<file path="src/rtl/space_bg_scroll_fetch.sv">
// space_bg_scroll_fetch
// Turns VGA draw coordinates into a background ROM address. The background is
// 4-bit indexed, scaled up by 2^SCALE_SHIFT and tiled vertically with a
// frame-paced vertical scroll. The block registers the ROM data and hands a
// palette index, aligned to the pipeline, plus a valid flag to the palette.
//
// Pipeline (one pixel accepted every clock, with no backpressure):
//   edge 1 : rom_addr and v1 registered from DrawX/DrawY/pix_active
//   edge 2 : v2 <= v1, and the synchronous ROM presents rom_q
//   edge 3 : index_out and index_valid registered
// The total latency is 3 clocks, so the consumer delays hsync/vsync by 3.

module space_bg_scroll_fetch #(
  parameter int unsigned IMG_W       = 160,
  parameter int unsigned IMG_H       = 120,
  parameter int unsigned SCALE_SHIFT = 2,
  parameter int unsigned SCROLL_DIV  = 4,
  parameter int unsigned BLANK_INDEX = 6,
  parameter int unsigned ADDR_W      = 15
) (
  input  logic              Clk,
  input  logic              Reset,
  input  logic              frame_start,
  input  logic              scroll_en,
  input  logic [9:0]        DrawX,
  input  logic [9:0]        DrawY,
  input  logic              pix_active,
  output logic [ADDR_W-1:0] rom_addr,
  input  logic [3:0]        rom_q,
  output logic [3:0]        index_out,
  output logic              index_valid,
  output logic [6:0]        scroll_pos
);

  // With SCROLL_DIV=1 the divider never counts. Keep it one bit wide so the
  // vector stays legal.
  localparam int unsigned FDIV_W = (SCROLL_DIV > 1) ? $clog2(SCROLL_DIV) : 1;

  localparam logic [FDIV_W-1:0] FDIV_LAST = FDIV_W'(SCROLL_DIV - 1);
  localparam logic [6:0]        POS_LAST  = 7'(IMG_H - 1);
  localparam logic [ADDR_W-1:0] IMG_W_A   = ADDR_W'(IMG_W);
  localparam logic [ADDR_W-1:0] IMG_H_A   = ADDR_W'(IMG_H);
  localparam logic [3:0]        BLANK     = 4'(BLANK_INDEX);

  logic [FDIV_W-1:0] fdiv;

  // Address-stage combinational values. All of them are ADDR_W wide, so the
  // row*IMG_W product cannot truncate for in-range inputs.
  logic [ADDR_W-1:0] col;
  logic [ADDR_W-1:0] r;
  logic [ADDR_W-1:0] row_sum;
  logic [ADDR_W-1:0] row;
  logic [ADDR_W-1:0] addr_next;
  logic              in_rng;
  logic              take;

  // Pipeline valid bits.
  logic v1;
  logic v2;

  // Scroll counter. It moves only on enabled frame_start pulses, so it holds
  // steady through the visible frame.
  // NOTE: state is updated with non-blocking assignments, so every register
  // samples the pre-edge values. Reset is asynchronous and lives in the
  // sensitivity list.
  always_ff @(posedge Clk or posedge Reset) begin
    if (Reset) begin
      fdiv       <= '0;
      scroll_pos <= '0;
    end else if (frame_start && scroll_en) begin
      if (fdiv == FDIV_LAST) begin
        fdiv       <= '0;
        scroll_pos <= (scroll_pos == POS_LAST) ? 7'd0 : scroll_pos + 7'd1;
      end else begin
        fdiv <= fdiv + 1'b1;
      end
    end
  end

  // Scale the coordinates down, apply the vertical scroll with a single
  // conditional wrap, and form the linear ROM address.
  // NOTE: every always_comb output gets a default first, so no path can infer
  // a latch.
  always_comb begin
    col       = '0;
    r         = '0;
    row_sum   = '0;
    row       = '0;
    addr_next = '0;
    in_rng    = 1'b0;
    col       = ADDR_W'(DrawX >> SCALE_SHIFT);
    r         = ADDR_W'(DrawY >> SCALE_SHIFT);
    in_rng    = (col < IMG_W_A) && (r < IMG_H_A);
    // r < IMG_H and scroll_pos < IMG_H, so the sum is below 2*IMG_H and one
    // subtraction is enough to wrap it.
    row_sum   = r + ADDR_W'(scroll_pos);
    row       = (row_sum >= IMG_H_A) ? row_sum - IMG_H_A : row_sum;
    addr_next = row * IMG_W_A + col;
  end

  assign take = pix_active && in_rng;

  // Address stage. The address only moves for visible, in-image pixels, so
  // the ROM input stays still during blanking and on the image margin.
  always_ff @(posedge Clk or posedge Reset) begin
    if (Reset) begin
      rom_addr <= '0;
      v1       <= 1'b0;
    end else begin
      if (take) begin
        rom_addr <= addr_next;
      end
      v1 <= take;
    end
  end

  // ROM stage. This carries the valid bit alongside the synchronous ROM
  // read latency.
  always_ff @(posedge Clk or posedge Reset) begin
    if (Reset) begin
      v2 <= 1'b0;
    end else begin
      v2 <= v1;
    end
  end

  // Output stage. Registers the ROM data for valid pixels and the blank
  // (black) entry otherwise.
  always_ff @(posedge Clk or posedge Reset) begin
    if (Reset) begin
      index_out   <= BLANK;
      index_valid <= 1'b0;
    end else begin
      index_out   <= v2 ? rom_q : BLANK;
      index_valid <= v2;
    end
  end

endmodule

</file>
<file path="config.mk">
export PLATFORM = sky130hd
export DESIGN_NAME = space_bg_scroll_fetch
export DESIGN_NICKNAME = d
export VERILOG_FILES = /design/src/rtl/space_bg_scroll_fetch.sv
export SDC_FILE = /design/constraint.sdc
export NUM_CORES = 1
export LEC_CHECK = 0
export ABC_AREA = 1
export CAP_MARGIN = 20
export CORE_MARGIN = 4
export CORE_UTILIZATION = 69
export DETAILED_ROUTE_END_ITERATION = 8
export DONT_BUFFER_PORTS = 1
export PLACE_DENSITY = 0.83
export RECOVER_POWER = 100
export SETUP_SLACK_MARGIN = 0.3
export SYNTH_ARGS = -nofsm -noshare
export SYNTH_HDL_FRONTEND = slang
export SYNTH_SLANG_ARGS = --single-unit
</file>
<file path="constraint.sdc">
create_clock -name Clk -period 11.65 [get_ports Clk]
set_input_delay 2.33 -clock Clk [delete_from_list [all_inputs] [get_ports Clk]]
set_output_delay 2.33 -clock Clk [all_outputs]
set_load 0.02 [all_outputs]
</file>
==> impl_metrics.csv <==
group,metric,value,unit
status,status,"complete, no violations",
layout,fillCellCount,287,
clock_tree,cts_buffer_depth,2,
clock_tree,clock-sinks,31,
route,drt_iter0_drc,128,
sta,hold_viol_final,0,
sta,slew_violations,0,
floorplanning,initial_core_util,0.7188,
synth,ys_ff_latch,31,
grt,grt_pass1_vias,1915,
route,drtPass1Iterations,4,
layout,finalNonFillerCells,379,
sta,setup_tns,0,ns
synth,synth.top_cell.area_share,0.3026,
route,vias_per_cell,5.343,
synth,synth_top_area_cell,"dfrtp_1",
clock_tree,h-tree-depth,2,
min_path,hold_depth,0,
critical_path,r2r-end,"rom_addr[14]$_DFFE_PP0P_",
route,routed_wirelength,5022,um
sta,clock_skew,0.003401,ns
floorplanning,die_x,66.96,um
critical_path,reg2regPathDepth,30,
layout,finalNetCount,390,
min_path,worstHoldEndpoint,"v2$_DFF_PP0_",
sta,max_slew_margin,0.1753,
critical_path,cp_slowest_stage_delay,0.55,ns
sta,fin_crit,6.113,ns
layout,n_antenna_cell,0,
route,drc,0,
synth,synth_commonest_cells,"106 x nand2_1, 47 x inv_1, 29 x dfrtp_1, 26 x ha_1, 21 x nor2_1",
clock_tree,root_buffer,"clkbuf_4",
placed_design,dp_hpwl,3925,um
clock_tree,cts_tree,"built",
critical_path,arrival,6.40,ns
sta,setup_violations,0,
synth,synthTopCellsByArea,"dfrtp_1 30%, nand2_1 17%, ha_1 14%",
synth,ys_types,33,
clock_tree,cts_hold_buf,0,
synth,async_flop_share,1.000,
route,num_vias,2025,
placed_design,dpl.cell_count,371,
critical_path,crit_path_end_kind,"flip-flop",
critical_path,cpMostUsedCell,"nand2_1",
layout,multi_input_area,1395,um2
synth,ys_seq_area_frac,0.3245,
clock_tree,clk_pin_slew,0.10,ns
synth,synth_area,2399,um2
sta,fmax,0.1636,GHz
critical_path,crit_fanout,4,
clock_tree,cts.repair.resized,0,
critical_path,worstReg2RegStart,"scroll_pos[0]$_DFFE_PP0P_",
synth,synth_most_common_cell,"nand2_1",
critical_path,crit_path_start,"DrawY[2]",
grt,grt_antenna_before_repair,0,
sta,rsz0062_at_grt,"false",
layout,seq_area,778.2,um2
floorplanning,ios,56,
clock_tree,insertion_delay,0.35,ns
critical_path,critPathLaunchType,"input port",
grt,grt_use_total,0.2456,
critical_path,crit_type,"input port to flip-flop",
grt,grt_pass1_wl,8217,um
grt,grt-ovfl-total,0,
route,routedWlPerCell,13.25,um
layout,drive_above_1_share,0.07207,
placed_design,io_buffers,0,
floorplanning,dieArea,4484,um2
floorplanning,dieHeight,66.96,um
synth,synth_warnings,0,
synth,synth_ff_type,"dfrtp_1",
grt,grt_max_degree,25,
sta,fin_crit_sh,0.5248,
min_path,worstHoldPathType,"flip-flop to flip-flop",
placed_design,gp_congestion,0.8794,
synth,avgSynthCellArea,7.358,um2
min_path,hp-start,"v1$_DFF_PP0_",
layout,area_delta_synth_final,4.903,%
synth,synthCells,326,
clock_tree,post_cts_buffers,0,
clock_tree,numCtsBuffers,5,
sta,worst_pin_slew,1.237,ns
floorplanning,core,3337,um2
floorplanning,rows,21,
job,drv_cap,0,
synth,syn-num-nets,384,
critical_path,crit_slowest_cell,"fa_1",
route,final_antenna_net_count,0,
synth,synth_enable_flop_cells,0,
critical_path,rrSetupSlack,6.86,ns
critical_path,critPathRequiredTime,11.94,ns
-- logic make-up (layout without fill, tap and decap cells) --
group / count (synthesis) / in the layout / synth area share
AO/OA/AOI/OAI: 26 / 26 / 0.06365
XOR/XNOR: 8 / 8 / 0.03234
AND/OR/NAND/NOR: 178 / 178 / 0.3344
adder cells (fa/ha/maj): 29 / 29 / 0.1607
buffers and inverters: 54 / 61 / 0.08451
flip-flops: 31 / 31 / 0.3245
-- placed cells by master (no fill, tap or decap), types with 3 or more instances in the layout --
| master | synthesis | routed |
|---|---|---|
| o31ai_1 | 4 | 4 |
| nand2_1 | 106 | 106 |
| ha_1 | 26 | 26 |
| nand2_2 | 6 | 6 |
| clkbuf_4 | 0 | 5 |
| nand4_1 | 7 | 7 |
| o21ai_0 | 9 | 9 |
| a21oi_1 | 8 | 8 |
| fa_1 | 3 | 3 |
| xor2_1 | 5 | 5 |
| inv_2 | 4 | 3 |
| nor3_1 | 3 | 3 |
| nor2_1 | 21 | 24 |
| dfrtp_1 | 29 | 29 |
| inv_1 | 47 | 48 |
| nand3_1 | 20 | 21 |
-- per-layer routing --
layer  share of wire  global-route usage  vias to the layer above  wire (um)
met5               0                   0                        -          0
met4           0.013             0.08354                        0         65
met3           0.063             0.07926                        7        318
met2            0.52              0.4245                       48       2606
li1                -                   -                     1050          -
met1            0.40              0.2839                      920       2031
-- worst max-delay path by stage --
stage / endpoint / slack (ns) / cells after the start
after floorplan: rom_addr[14]$_DFFE_PP0P_ / 5.86 / 29
after global placement: rom_addr[14]$_DFFE_PP0P_ / 5.55 / 29
after detailed placement: rom_addr[14]$_DFFE_PP0P_ / 5.43 / 29
after CTS: rom_addr[14]$_DFFE_PP0P_ / 5.79 / 30
after global routing: rom_addr[14]$_DFFE_PP0P_ / 5.16 / 29
final: rom_addr[14]$_DFFE_PP0P_ / 5.54 / 30
-- through the flow --
stage | utilization | setup slack (ns) | hold slack, ns | area (um2)
global placement | 0.7338 | 5.550 | 0.3322 | 2449
global route | 0.7540 | 5.159 | 0.3653 | 2516
detailed placement | 0.7420 | 5.429 | 0.3347 | 2476
CTS | 0.7679 | 5.791 | 0.3579 | 2562
floorplan | - | 5.860 | 0.3312 | 2399
finish | 0.7540 | 5.537 | 0.3563 | 2516
-- worst max-delay path: cells and delay by family --
kind          cells  cell delay (ns)
simple gates     19             1.81
fa+ha+maj         5             1.68
buf+inv           5             0.35
xor+xnor          1             0.23
-- layout make-up --
| class | instances | area share |
|---|---|---|
| multi-input cells | 241 | 0.5545 |
| flip-flops and latches | 31 | 0.3093 |
| inverters | 52 | 0.07757 |
| well taps | 46 | 0.02287 |
| clock buffers | 6 | 0.02039 |
| clock inverters | 2 | 0.01392 |
| repair buffers | 1 | 0.001492 |
-- registers in the layout, summed over array words and instances (netlist names) --
register and count:
index_valid 1, index_out 4, scroll_pos 7, fdiv 2
rom_addr 15, v2 1, v1 1
Power is left out: the tool's default activity adds up to more than one toggle a clock period on the data nets, which glitch-free logic cannot reach.
